==> config.mk <==
export PLATFORM = sky130hd
export DESIGN_NAME = mem_port_arbiter
export DESIGN_NICKNAME = d
export VERILOG_FILES = /design/src/rtl/mem_port_arbiter.sv
export SDC_FILE = /design/constraint.sdc
export NUM_CORES = 1
export LEC_CHECK = 0
export BUFFER_PORTS_ARGS = -buffer_cell sky130_fd_sc_hd__buf_2
export CORE_ASPECT_RATIO = 1.5
export CORE_UTILIZATION = 40
export DETAILED_ROUTE_END_ITERATION = 10
export PLACE_DENSITY = 0.78
export SLEW_MARGIN = 20
export SYNTH_ARGS = -nofsm -noshare
export SYNTH_HDL_FRONTEND = slang
export SYNTH_SLANG_ARGS = --single-unit
==> constraint.sdc <==
create_clock -name in_clk -period 6.6 [get_ports in_clk]
set_input_delay 0.33 -clock in_clk [delete_from_list [all_inputs] [get_ports in_clk]]
set_output_delay 0.33 -clock in_clk [all_outputs]
set_load 0.02 [all_outputs]
==> src/rtl/mem_port_arbiter.sv <==
// Arbitrates the single-ported unified memory between instruction fetch and load/store.
// One transaction in flight; data side wins ties unless fetch has waited STARVE_MAX grants.
module mem_port_arbiter #(
    parameter int ADDR_W     = 32,
    parameter int DATA_W     = 32,
    parameter int STARVE_MAX = 4
) (
    input  logic              in_clk,
    input  logic              in_rst,
    input  logic              in_if_req,
    input  logic [ADDR_W-1:0] in_if_addr,
    input  logic              in_if_kill,
    output logic              out_if_ack,
    output logic [DATA_W-1:0] out_if_rdata,
    input  logic              in_dm_req,
    input  logic              in_dm_we,
    input  logic [3:0]        in_dm_be,
    input  logic [ADDR_W-1:0] in_dm_addr,
    input  logic [DATA_W-1:0] in_dm_wdata,
    output logic              out_dm_ack,
    output logic [DATA_W-1:0] out_dm_rdata,
    output logic              out_mem_req,
    output logic              out_mem_we,
    output logic [3:0]        out_mem_be,
    output logic [ADDR_W-1:0] out_mem_addr,
    output logic [DATA_W-1:0] out_mem_wdata,
    input  logic              in_mem_ready,
    input  logic [DATA_W-1:0] in_mem_rdata,
    output logic [1:0]        out_dbg_state
);
    typedef enum logic [1:0] {
        S_IDLE    = 2'd0,
        S_IF_BUSY = 2'd1,
        S_DM_BUSY = 2'd2,
        S_RESP    = 2'd3
    } state_t;

    localparam int CNT_W = $clog2(STARVE_MAX + 1);
    localparam logic [CNT_W-1:0] CNT_MAX = CNT_W'(STARVE_MAX);

    state_t            state_q, state_d;
    logic [CNT_W-1:0]  starve_q, starve_d;
    logic              kill_q, kill_d;
    logic              mem_req_q, mem_req_d;
    logic              mem_we_q, mem_we_d;
    logic [3:0]        mem_be_q, mem_be_d;
    logic [ADDR_W-1:0] mem_addr_q, mem_addr_d;
    logic [DATA_W-1:0] mem_wdata_q, mem_wdata_d;
    logic              if_ack_q, if_ack_d;
    logic              dm_ack_q, dm_ack_d;
    logic [DATA_W-1:0] if_rdata_q, if_rdata_d;
    logic [DATA_W-1:0] dm_rdata_q, dm_rdata_d;
    logic              grant_dm, grant_if;

    // Handshakes: each req is held with its payload until its one-cycle ack; the memory
    // request is held with its fields until in_mem_ready is sampled high.
    assign grant_dm = (state_q == S_IDLE) && in_dm_req && (!in_if_req || starve_q != CNT_MAX);
    assign grant_if = (state_q == S_IDLE) && in_if_req && !grant_dm;

    always_ff @(posedge in_clk or posedge in_rst) begin
        if (in_rst) begin
            state_q     <= S_IDLE;
            starve_q    <= '0;
            kill_q      <= 1'b0;
            mem_req_q   <= 1'b0;
            mem_we_q    <= 1'b0;
            mem_be_q    <= 4'h0;
            mem_addr_q  <= '0;
            mem_wdata_q <= '0;
            if_ack_q    <= 1'b0;
            dm_ack_q    <= 1'b0;
            if_rdata_q  <= '0;
            dm_rdata_q  <= '0;
        end else begin
            state_q     <= state_d;
            starve_q    <= starve_d;
            kill_q      <= kill_d;
            mem_req_q   <= mem_req_d;
            mem_we_q    <= mem_we_d;
            mem_be_q    <= mem_be_d;
            mem_addr_q  <= mem_addr_d;
            mem_wdata_q <= mem_wdata_d;
            if_ack_q    <= if_ack_d;
            dm_ack_q    <= dm_ack_d;
            if_rdata_q  <= if_rdata_d;
            dm_rdata_q  <= dm_rdata_d;
        end
    end

    always_comb begin
        state_d = state_q;
        case (state_q)
            S_IDLE: begin
                if (grant_dm)      state_d = S_DM_BUSY;
                else if (grant_if) state_d = S_IF_BUSY;
            end
            S_IF_BUSY, S_DM_BUSY: if (in_mem_ready) state_d = S_RESP;
            S_RESP:  state_d = S_IDLE;
            default: state_d = S_IDLE;
        endcase
    end

    always_comb begin
        starve_d    = starve_q;
        kill_d      = kill_q;
        mem_req_d   = mem_req_q;
        mem_we_d    = mem_we_q;
        mem_be_d    = mem_be_q;
        mem_addr_d  = mem_addr_q;
        mem_wdata_d = mem_wdata_q;
        if_ack_d    = 1'b0;
        dm_ack_d    = 1'b0;
        if_rdata_d  = if_rdata_q;
        dm_rdata_d  = dm_rdata_q;
        case (state_q)
            S_IDLE: begin
                if (grant_dm) begin
                    mem_req_d   = 1'b1;
                    mem_we_d    = in_dm_we;
                    mem_be_d    = in_dm_we ? in_dm_be : 4'hF;
                    mem_addr_d  = in_dm_addr;
                    mem_wdata_d = in_dm_we ? in_dm_wdata : '0;
                    if (!in_if_req)              starve_d = '0;
                    else if (starve_q != CNT_MAX) starve_d = starve_q + CNT_W'(1);
                end else if (grant_if) begin
                    mem_req_d   = 1'b1;
                    mem_we_d    = 1'b0;
                    mem_be_d    = 4'hF;
                    mem_addr_d  = in_if_addr;
                    mem_wdata_d = '0;
                    starve_d    = '0;
                end
            end
            S_IF_BUSY: begin
                if (in_mem_ready) begin
                    mem_req_d = 1'b0;
                    kill_d    = 1'b0;
                    // A kill arriving with ready still discards the fetched word.
                    if (!(kill_q || in_if_kill)) begin
                        if_ack_d   = 1'b1;
                        if_rdata_d = in_mem_rdata;
                    end
                end else if (in_if_kill) begin
                    kill_d = 1'b1;
                end
            end
            S_DM_BUSY: begin
                if (in_mem_ready) begin
                    mem_req_d = 1'b0;
                    dm_ack_d  = 1'b1;
                    if (!mem_we_q) dm_rdata_d = in_mem_rdata;
                end
            end
            default: ;
        endcase
    end

    assign out_if_ack    = if_ack_q;
    assign out_if_rdata  = if_rdata_q;
    assign out_dm_ack    = dm_ack_q;
    assign out_dm_rdata  = dm_rdata_q;
    assign out_mem_req   = mem_req_q;
    assign out_mem_we    = mem_we_q;
    assign out_mem_be    = mem_be_q;
    assign out_mem_addr  = mem_addr_q;
    assign out_mem_wdata = mem_wdata_q;
    assign out_dbg_state = state_q;
endmodule

==> results of run 1 <==
-- logic make-up (layout without fill, tap and decap cells) --
kind of cell / count (synthesis) / after routing / synth area share (%)
compound gates: 80 / 80 / 9.51
flops: 142 / 142 / 61.4
fa+ha+maj: 6 / 6 / 1.30
simple gates: 56 / 56 / 5.17
mux: 99 / 99 / 18.5
buf+inv: 35 / 320 / 4.09
-- sequential cells by signal, summed over array words and instances (netlist names), 2 cells and up --
name,cells
out_mem_wdata,32
starve_q,3
out_mem_addr,32
out_mem_be,4
out_dm_rdata,32
out_dbg_state,2
out_if_rdata,32
-- metrics by stage --
step	utilization [%]	hold WS, ns
after floorplan	-	0.416
after global placement	51.5	0.408
after detailed placement	51.5	0.418
after CTS	55.8	0.112
after global routing	55.8	0.120
final	55.8	0.129
-- repair_timing --
action | in CTS | in global routing
buffers inserted | 0 | 0
hold buffers | 1 | 0
resized for setup | 0 | 0
endpoints found under the setup margin | 0 | 0
endpoints found under the hold margin | 58 | 0
-- cell usage in the layout (no fill, tap or decap), types with 2 or more instances in the layout --
| master | Yosys | layout |
|---|---|---|
| sky130_fd_sc_hd__clkinv_4 | 0 | 2 |
| sky130_fd_sc_hd__o21ai_1 | 31 | 30 |
| sky130_fd_sc_hd__a21oi_1 | 3 | 3 |
| sky130_fd_sc_hd__clkinvlp_4 | 0 | 4 |
| sky130_fd_sc_hd__o22a_1 | 4 | 4 |
| sky130_fd_sc_hd__inv_6 | 0 | 5 |
| sky130_fd_sc_hd__mux2_2 | 64 | 64 |
| sky130_fd_sc_hd__nand3_1 | 33 | 33 |
| sky130_fd_sc_hd__bufinv_16 | 0 | 2 |
| sky130_fd_sc_hd__buf_4 | 4 | 4 |
| sky130_fd_sc_hd__clkbuf_16 | 0 | 17 |
| sky130_fd_sc_hd__nor2b_1 | 2 | 2 |
| sky130_fd_sc_hd__inv_1 | 6 | 5 |
| sky130_fd_sc_hd__nand2_1 | 9 | 9 |
| sky130_fd_sc_hd__a31oi_1 | 3 | 3 |
| sky130_fd_sc_hd__and2_1 | 3 | 2 |
| sky130_fd_sc_hd__mux2i_1 | 34 | 34 |
| sky130_fd_sc_hd__buf_2 | 5 | 276 |
| sky130_fd_sc_hd__ha_1 | 6 | 6 |
| sky130_fd_sc_hd__a22o_1 | 32 | 32 |
| sky130_fd_sc_hd__o21ai_0 | 3 | 3 |
| sky130_fd_sc_hd__nor2_1 | 3 | 3 |
| sky130_fd_sc_hd__dfrtp_1 | 142 | 142 |
-- area by class of cell --
class / instances / share of cell area (%)
Multi-Input combinational cell: 241 / 25.5
Clock inverter: 14 / 2.03
Inverter: 6 / 0.351
Clock buffer: 18 / 5.47
Tap cell: 192 / 3.06
Timing Repair Buffer: 282 / 18.3
Sequential cell: 142 / 45.3
-- power by group through the flow --
stage / sequential [W] / clock [W] / combinational (W)
4_1_cts: 0.00154 / 0.000970 / 0.00185
3_3_place_gp: 0.00153 / 0 / 0.00178
2_1_floorplan: 0.00205 / 0 / 0.000702
5_1_grt: 0.00159 / 0.000999 / 0.00197
3_5_place_dp: 0.00155 / 0 / 0.00184
6_report: 0.00154 / 0.000944 / 0.00183
-- worst max path at each step --
stage | startpoint | to | slack (ns) | cells after the start
floorplan | in_rst | kill_q | 2.46 | 1
global placement | starve_q[0] | out_mem_addr[30] | 4.14 | 5
detailed placement | starve_q[0] | out_mem_addr[29] | 3.94 | 5
CTS | starve_q[1] | starve_q[1] | 3.93 | 5
global route | starve_q[0] | starve_q[0] | 4.02 | 5
finish | starve_q[0] | starve_q[0] | 4.22 | 5
-- layer usage --
metal,up-vias,GRT usage (%)
met5,-,0
met4,0,7.39
met3,21,4.55
met2,183,34.9
met1,2183,21.2
li1,2055,-
==> results, run 1 <==
- The first global-routing pass estimated 22.5 mm of wire.
- The worst vdd rail ir drop is 0.240 mV.
- The total power density per cell area is between 500 and 600 mW/mm^2.
- The total placed instance area is ~0.0072 sq mm.
- The design draws 0.00431 W.
- The most common flop cell mapped by yosys is sky130_fd_sc_hd__dfrtp_1.
- The CTS tree is done.
- The net switching power is around 0.0017 W.
- Sequential cells burn a little over a third of the power.
- The core region is between 0.01 and 0.015 sq mm.
- STA classifies the critical path startpoint as a register.
- Global routing used between 10% and 20% of the available tracks across all layers.
- The smallest setup slack after layout is approximately 4.2 ns.
- Internal power comes to about 0.0026 W.
- The setup path with the least slack is of type register to register.
- The via density per instance is 4.96.
- Derived from the worst setup path, the maximum achievable clock frequency is between 400 and 500 MHz.
- The run finished with clean final reports.
- The top cell type by total area after synthesis is sky130_fd_sc_hd__dfrtp_1.
- The wire length on met2 is 7.73 mm.
- The total of warnings raised by yosys is 0.
- The iteration-0 DRC count of the detailed router is 90.
- The startpoint of the tightest hold check path is in_dm_be[0].
- After floorplanning, the core was divided into between 50 and 60 placement rows.
- The distinct cell type count after synthesis is 32.
- The number of antenna violations at the first check in global routing is 0.
- The share of Yosys cell area claimed by the top area cell type is around 60%.
- sky130_fd_sc_hd__dfrtp_1 is the most common cell in the netlist.
- Of all nets on the critical path, the largest fanout is 37.
- Cells with a size suffix above 1 make up ~55% of the layout.
- The nature of the critical path endpoint is a register.
- The floorplan step set the die width to about 100 um.
- The required time reported for the critical path endpoint is a little under 7 ns.
- The detailed-routing wirelength on met1 is 5.48 mm.
- The delay of the slowest critical-path stage is a little under 0.7 ns.
- The final count of hold timing violations came to 0.
- Counting the buffers created by CTS gives 17.
- The area of the die is ~0.015 sq mm.
- The final setup violation count is 0.
- CTS built an H-tree with a depth of 4.
- Headroom to the max-slew limit came out at about a third.
- The final setup TNS is 0 ns.
- The min-delay analysis places its worst path in the category input pin to register.
- In this run the mean area of a mapped cell was around 14 sq um.
- In this run the remaining antenna-violating nets after routing total 0.
- The detailed-router iteration count before antenna repair is 4.
- The sequential area share after synthesis is 61.4%.
- The clock-pin slew on the worst setup and hold paths is ~0.07 ns.
- The initial standard-cell utilization of the core is between 40% and 50%.
- The combinational share of power is 42.3%.
- The cell type group with the largest total delay on the critical path is simple AND/OR/NAND/NOR gates.
- In the routed design, unresolved DRC markers number 0.
- Setup repair after global routing left no endpoint under its margin.
- The leakage dissipation is around 4 nW.
- At the end of routability-driven placement, the weighted congestion stood at approximately 0.78.
- The register bit total from synthesis is ~140.
- The final layout contains between 800 and 900 nets.
- The startpoint identified for the worst register-to-register timing path is starve_q[0].
- Across the routed clock network, the largest skew measured is about 0.0094 ns.
- Counting every net in the synthesized netlist gives between 500 and 600.
- The maximum root-to-sink buffer count is 2.
- The number of enable flip-flop cells after synthesis is 0.
- The number of fillers in the final layout is 1216.
- The end point of the worst hold path is out_mem_be[0].
- The worst path in the final design needs a cycle of ~2.4 ns, including I/O delays and setup.
- The count of cells along the worst register-to-register path is 5.
- The clock net in this run drives a total of approximately 140 sinks.
- Detailed placement ended at an HPWL of roughly 10 mm.
- Entering global routing, the biggest net connects 85 pins.
- The clock root buffer master is sky130_fd_sc_hd__clkbuf_16.
- The routed wire length per instance is roughly 16 um.
- The detailed router used layers up to and including met4.
- The count of input and output buffers is approximately 280.
- The final global-route overflow total is 0.
- For the worst-skew pair, the clock arrives at the later sink with an insertion delay of ~0.40 ns.
- The tool flagged a number of max-cap violations equal to 0.
- OpenSTA, run right after detailed placement, puts the worst setup slack at 3.94 ns.
- The number of vias in the routed layout is roughly 4400.
- The capturing point of the worst reg2reg path is starve_q[0].
- Across the whole layout, storage elements account for 0.00355 sq mm.
- Of the total power, the share spent switching nets is about 40%.
- The clock network accounts for 21.9% of the total power.
- The max-slew violation total from the final report is 0.
- The signal on the critical path passes through inv_1 > ha_1 > nand3_2 > and2_2 > a31o_2.
- The slowest stage of the critical path is the sky130_fd_sc_hd__and2_2 cell.
- The number of global-route vias before repair is roughly 4700.
- The transition time at the pin with the least slew margin is around 1 ns.
- Summing all multi-input logic gate instances after layout gives 0.00200 sq mm.
- The async set or reset register ratio after synthesis is between 90% and 100%.
- Along the worst hold path, the cell count comes to 2.
- The finished cells cover just under 0.008 sq mm.
- The cell total after placement is ~860.
- The die is 149 um tall.
- Across all register-to-register paths, the minimum setup slack is ~4.2 ns.
- The number of diodes added for antenna fixing is 0.
- The routed design has between 10 and 15 mm of wire.
- The commonest cells after synthesis are 142 x sky130_fd_sc_hd__dfrtp_1, 64 x sky130_fd_sc_hd__mux2_2, 34 x sky130_fd_sc_hd__mux2i_1.
- For this run, the number of standard cells in the final layout without fillers is 895.
- The synthesized netlist cell count is roughly 420.
- The part of the cycle the worst path needs is between 30% and 40%.
- around 280 I/O pins were placed.
- The summed instance area of the synthesized netlist is ~0.0058 sq mm.
- For the worst setup path, the data arrival time is 2.67 ns.
- Yosys attributes the largest share of cell area to sky130_fd_sc_hd__dfrtp_1 61%, sky130_fd_sc_hd__mux2_2 12%, sky130_fd_sc_hd__mux2i_1 5.9%.
- Together, buffers and inverters on the worst path number 1.
- The area growth from synthesis to final layout is 35.5%.
- The wire length on met3 is around 730 um.
Power figures use the tool's default switching activity.
==> run 2: changes to the inputs <==
Settings changed: ABC_AREA set to 1, PLACE_DENSITY 0.78 to 0.81.
Clock period 6.6 ns to 2 ns, I/O delays scaled along.
==> results, run 2 <==
- The worst endpoint data arrival time is 2.20 ns.
- The clock share of power is ~22%.
- The total power density per cell area is roughly 1500 mW/mm^2.
- Input and output buffers added on the ports amount to 276.
- The count of pins on the block boundary is ~280.
- The first global-routing pass estimated roughly 31 mm of wire.
- The average instance area after synthesis is ~9 sq um.
- The internal power consumption is ~0.008 W.
- In the synthesized netlist, the cells that appear most often are 247 x sky130_fd_sc_hd__nand2_1, 142 x sky130_fd_sc_hd__dfrtp_1, 73 x sky130_fd_sc_hd__o21ai_0.
- The final weighted congestion in routability-driven placement is between 0.8 and 0.9.
- Leaving out fill and tap cells, the most frequent cell in the layout is sky130_fd_sc_hd__buf_2.
- The register bit total from synthesis is between 100 and 150.
- The net count after synthesis is 785.
- At the end of the flow, the number of nets in the layout was roughly 1200.
- The final count of hold timing violations came to 0.
- Of the cells placed in the final design, the portion with a size suffix greater than 1 is slightly above 30%.
- The cell count of the worst hold path is 3.
- Combinational logic burns 43.1% of the power.
- The net switching power is slightly above 0.006 W.
- The CTS sink count is about 140.
- After routing the design area is 0.00928 sq mm.
- The nature of the critical path endpoint is a register.
- The analysis attributes to cell leakage a power of about 5.1 nW.
- The worst vdd rail ir drop is ~0.95 mV.
- The distinct cell type count after synthesis is 19.
- The largest total area in the synthesized netlist belongs to sky130_fd_sc_hd__dfrtp_1.
- Setup violations remaining at the end of the flow were counted as 0.
- In the final routed layout, each cell accounts on average for roughly 16 um.
- The transition time at the pin with the least slew margin is between 0.5 and 0.6 ns.
- The worst setup path is launched from a register.
- Setup repair after global routing left no endpoint under its margin.
- The detailed router finished its first iteration with 300 violations.
- Traced cell by cell, the critical path runs through inv_1 > ha_1 > nand2_1 > clkinv_1 > nand2_2 > buf_4 > nand3_1 > nand3_1.
- The number of global-route vias before repair was ~6400.
- After clock tree synthesis, the clock-pin slew on the worst setup and hold paths is 0.06 ns.
- The die is ~100 um wide.
- After synthesis, flip-flops and latches occupy between 60% and 70% of the total area.
- Compared with the post-synthesis result, the final layout area differs by 62.5%.
- The count of H-tree levels built during CTS is 4.
- After synthesis, the share of flip-flops with an asynchronous set or reset is 100%.
- The mapped netlist covers between 0.005 and 0.006 sq mm.
- The most repeated cell in the gate-level netlist after synthesis is sky130_fd_sc_hd__nand2_1.
- The final setup TNS is 0 ns.
- The via density per instance is 4.89.
- In this run the remaining antenna-violating nets after routing total 0.
- For this configuration, the core starts out at a cell density of between 40 and 50%.
- For this run, the slowest stage of the critical path takes approximately 0.40 ns.
- Based on the critical path, the design can be clocked at up to about 540 MHz.
- The clock skew is 0.0132 ns.
- The count of cells resized by post-cts repair is 0.
- The overall fraction of global-route tracks in use is between 20% and 30%.
- The cell type group with the largest total delay on the critical path is buffers and inverters.
- For this run, the detailed router's first-pass iteration total came to 5.
- Among all flip-flop cells after synthesis, the most frequent one is sky130_fd_sc_hd__dfrtp_1.
- The worst hold path class is input pin to register.
- The number of antenna violations at the first check in global routing came to 0.
- The flow ran to the end, and the final reports show no timing, DRC or antenna violations.
- In this run the critical register-to-register path is launched from out_dbg_state[0].
- For the worst-skew pair, the clock arrives at the later sink with an insertion delay of about 0.42 ns.
- The share of Yosys cell area claimed by the top area cell type is 62.2%.
- The net switching fraction of the power is a little over two fifths.
- In this run the most critical hold path is launched from in_if_req.
- The total of warnings raised by yosys is 0.
- The die covers around 0.015 sq mm.
- The die boundary height is about 150 um.
- By instance count, the cell type seen most on the critical path is sky130_fd_sc_hd__nand3_1.
- The sequential share of power is a little over a third.
- The core area is between 0.01 and 0.015 sq mm.
- Leaving out fill and tap cells, the most frequent cells in the layout are 276 x sky130_fd_sc_hd__buf_2, 246 x sky130_fd_sc_hd__nand2_1, 142 x sky130_fd_sc_hd__dfrtp_1.
- The max-slew violation total from the final report is 0.
- The minimum clock period is 1.87 ns.
- The count of cells along the worst register-to-register path is 8.
- After legalization and detailed placement, the total HPWL measured 11.2 mm.
- The number of vias in the routed layout is ~6100.
- The capturing point of the worst reg2reg path is out_mem_addr[16].
- TritonCTS built the clock tree.
- The pin count of the biggest net entering global routing is between 60 and 70.
- The total wire length is 19.9 mm.
- The number of setup buffers added after CTS is 0.
- The post-route DRC violation count is 0.
- The startpoint of the worst setup timing path is out_dbg_state[0].
- Buffers inserted during clock tree synthesis total 17.
- The number of enable flip-flop cells after synthesis is 0.
- STA puts the critical path data required time at around 2.3 ns.
- The largest individual stage delay along the critical path comes from the cell sky130_fd_sc_hd__dfrtp_1.
- The highest net fanout along the worst path is 31.
- The critical path start-end classification is register to register.
- Measured against its own limit, the worst slew margin works out to 65.1%.
- The combined buffer and inverter count along the critical path is 3.
- The clock root buffer master is sky130_fd_sc_hd__clkbuf_16.
- The final critical path takes up 93.3% of the cycle.
- Ranked by total cell area, the synthesized netlist is headed by sky130_fd_sc_hd__dfrtp_1 62%, sky130_fd_sc_hd__nand2_1 16%, sky130_fd_sc_hd__o21ai_0 6.4%.
- The repair_antennas step left the layout with diodes totalling 0.
- The maximum root-to-sink buffer count is 2.
- The site row count is 53.
- The cell count after synthesis came out at 640.
- Summing all placed instances gives a cell area of 0.00737 sq mm.
- Max-cap violations in this run came to 0.
- Setup slack on the worst reg-to-reg path comes out at between 0.1 and 0.15 ns.
- The end point of the worst hold path is starve_q[2].
- The final global-route overflow total is 0.
- For this design, the CTS-stage hold fixing added 133 buffers.
run 2: changes by cell type after synthesis, sizes merged, moves of 32 or more:
cell / before / now
inv: 6 / 54
nand2: 10 / 248
nand3: 34 / 72
o21ai: 34 / 74
mux2i: 34 / 0
mux2: 65 / 0
a22o: 32 / 0
run 2: worst max-delay path by stage:
stage	endpoint	cells past startpoint
6_report	out_mem_addr[16]	8
5_1_grt	out_mem_addr[16]	8
4_1_cts	out_mem_addr[4]	8
3_5_place_dp	out_mem_addr[4]	8
3_3_place_gp	out_mem_addr[4]	8
2_1_floorplan	kill_q	1
run 2: routing by layer:
layer | vias to the layer above | share of wire, % | global-route usage (%)
li1 | 2816 | - | -
met2 | 347 | 53 | 50.4
met1 | 2862 | 34 | 26.3
met5 | - | 0 | 0
met3 | 89 | 7.6 | 7.80
met4 | 0 | 5.0 | 16.9
run 2: final cells by class:
cell class / count / area, sq um
fillers: 1025 / 4710
flip-flops and latches: 142 / 3550
repair buffers: 419 / 2890
multi-input cells: 410 / 1810
clock buffers: 18 / 439
well taps: 192 / 240
inverters: 55 / 210
clock inverters: 14 / 143
run 2: worst min-delay path, cell delays in order:
cell                      delay, ns
sky130_fd_sc_hd__buf_2         0.15
sky130_fd_sc_hd__nand3_1       0.09
sky130_fd_sc_hd__o21ai_0       0.07
run 2: cells by family (layout without fill, tap and decap cells):
group | Yosys count | count (layout) | share of synthesized area, %
buf+inv | 88 | 506 | 6.44
simple gates | 328 | 328 | 23.3
flops | 142 | 142 | 62.2
compound gates | 76 | 76 | 6.68
fa+ha+maj | 6 | 6 | 1.31
run 2: power by group through the flow:
stage | Sequential [W] | Combinational, W | Clock, W
after floorplan | 0.00646 | 0.00199 | 0
after global placement | 0.00487 | 0.00560 | 0
after detailed placement | 0.00490 | 0.00576 | 0
after CTS | 0.00488 | 0.00595 | 0.00316
after global routing | 0.00506 | 0.00657 | 0.00329
final | 0.00493 | 0.00607 | 0.00309
run 2: per-stage QoR:
| step | cells | hold WS [ns] | power (W) | utilization (%) | setup WS [ns] |
|---|---|---|---|---|---|
| after floorplan | 640 | 0.210 | 0.00846 | - | 0.123 |
| after global placement | 1085 | 0.174 | 0.0105 | 52.7 | 0.246 |
| after detailed placement | 1085 | 0.177 | 0.0107 | 52.7 | 0.164 |
| after CTS | 1250 | 0.0241 | 0.0140 | 66.3 | 0.150 |
| after global routing | 1250 | 0.0602 | 0.0149 | 66.3 | 0.00889 |
| final | 1250 | 0.0480 | 0.0141 | 66.3 | 0.135 |
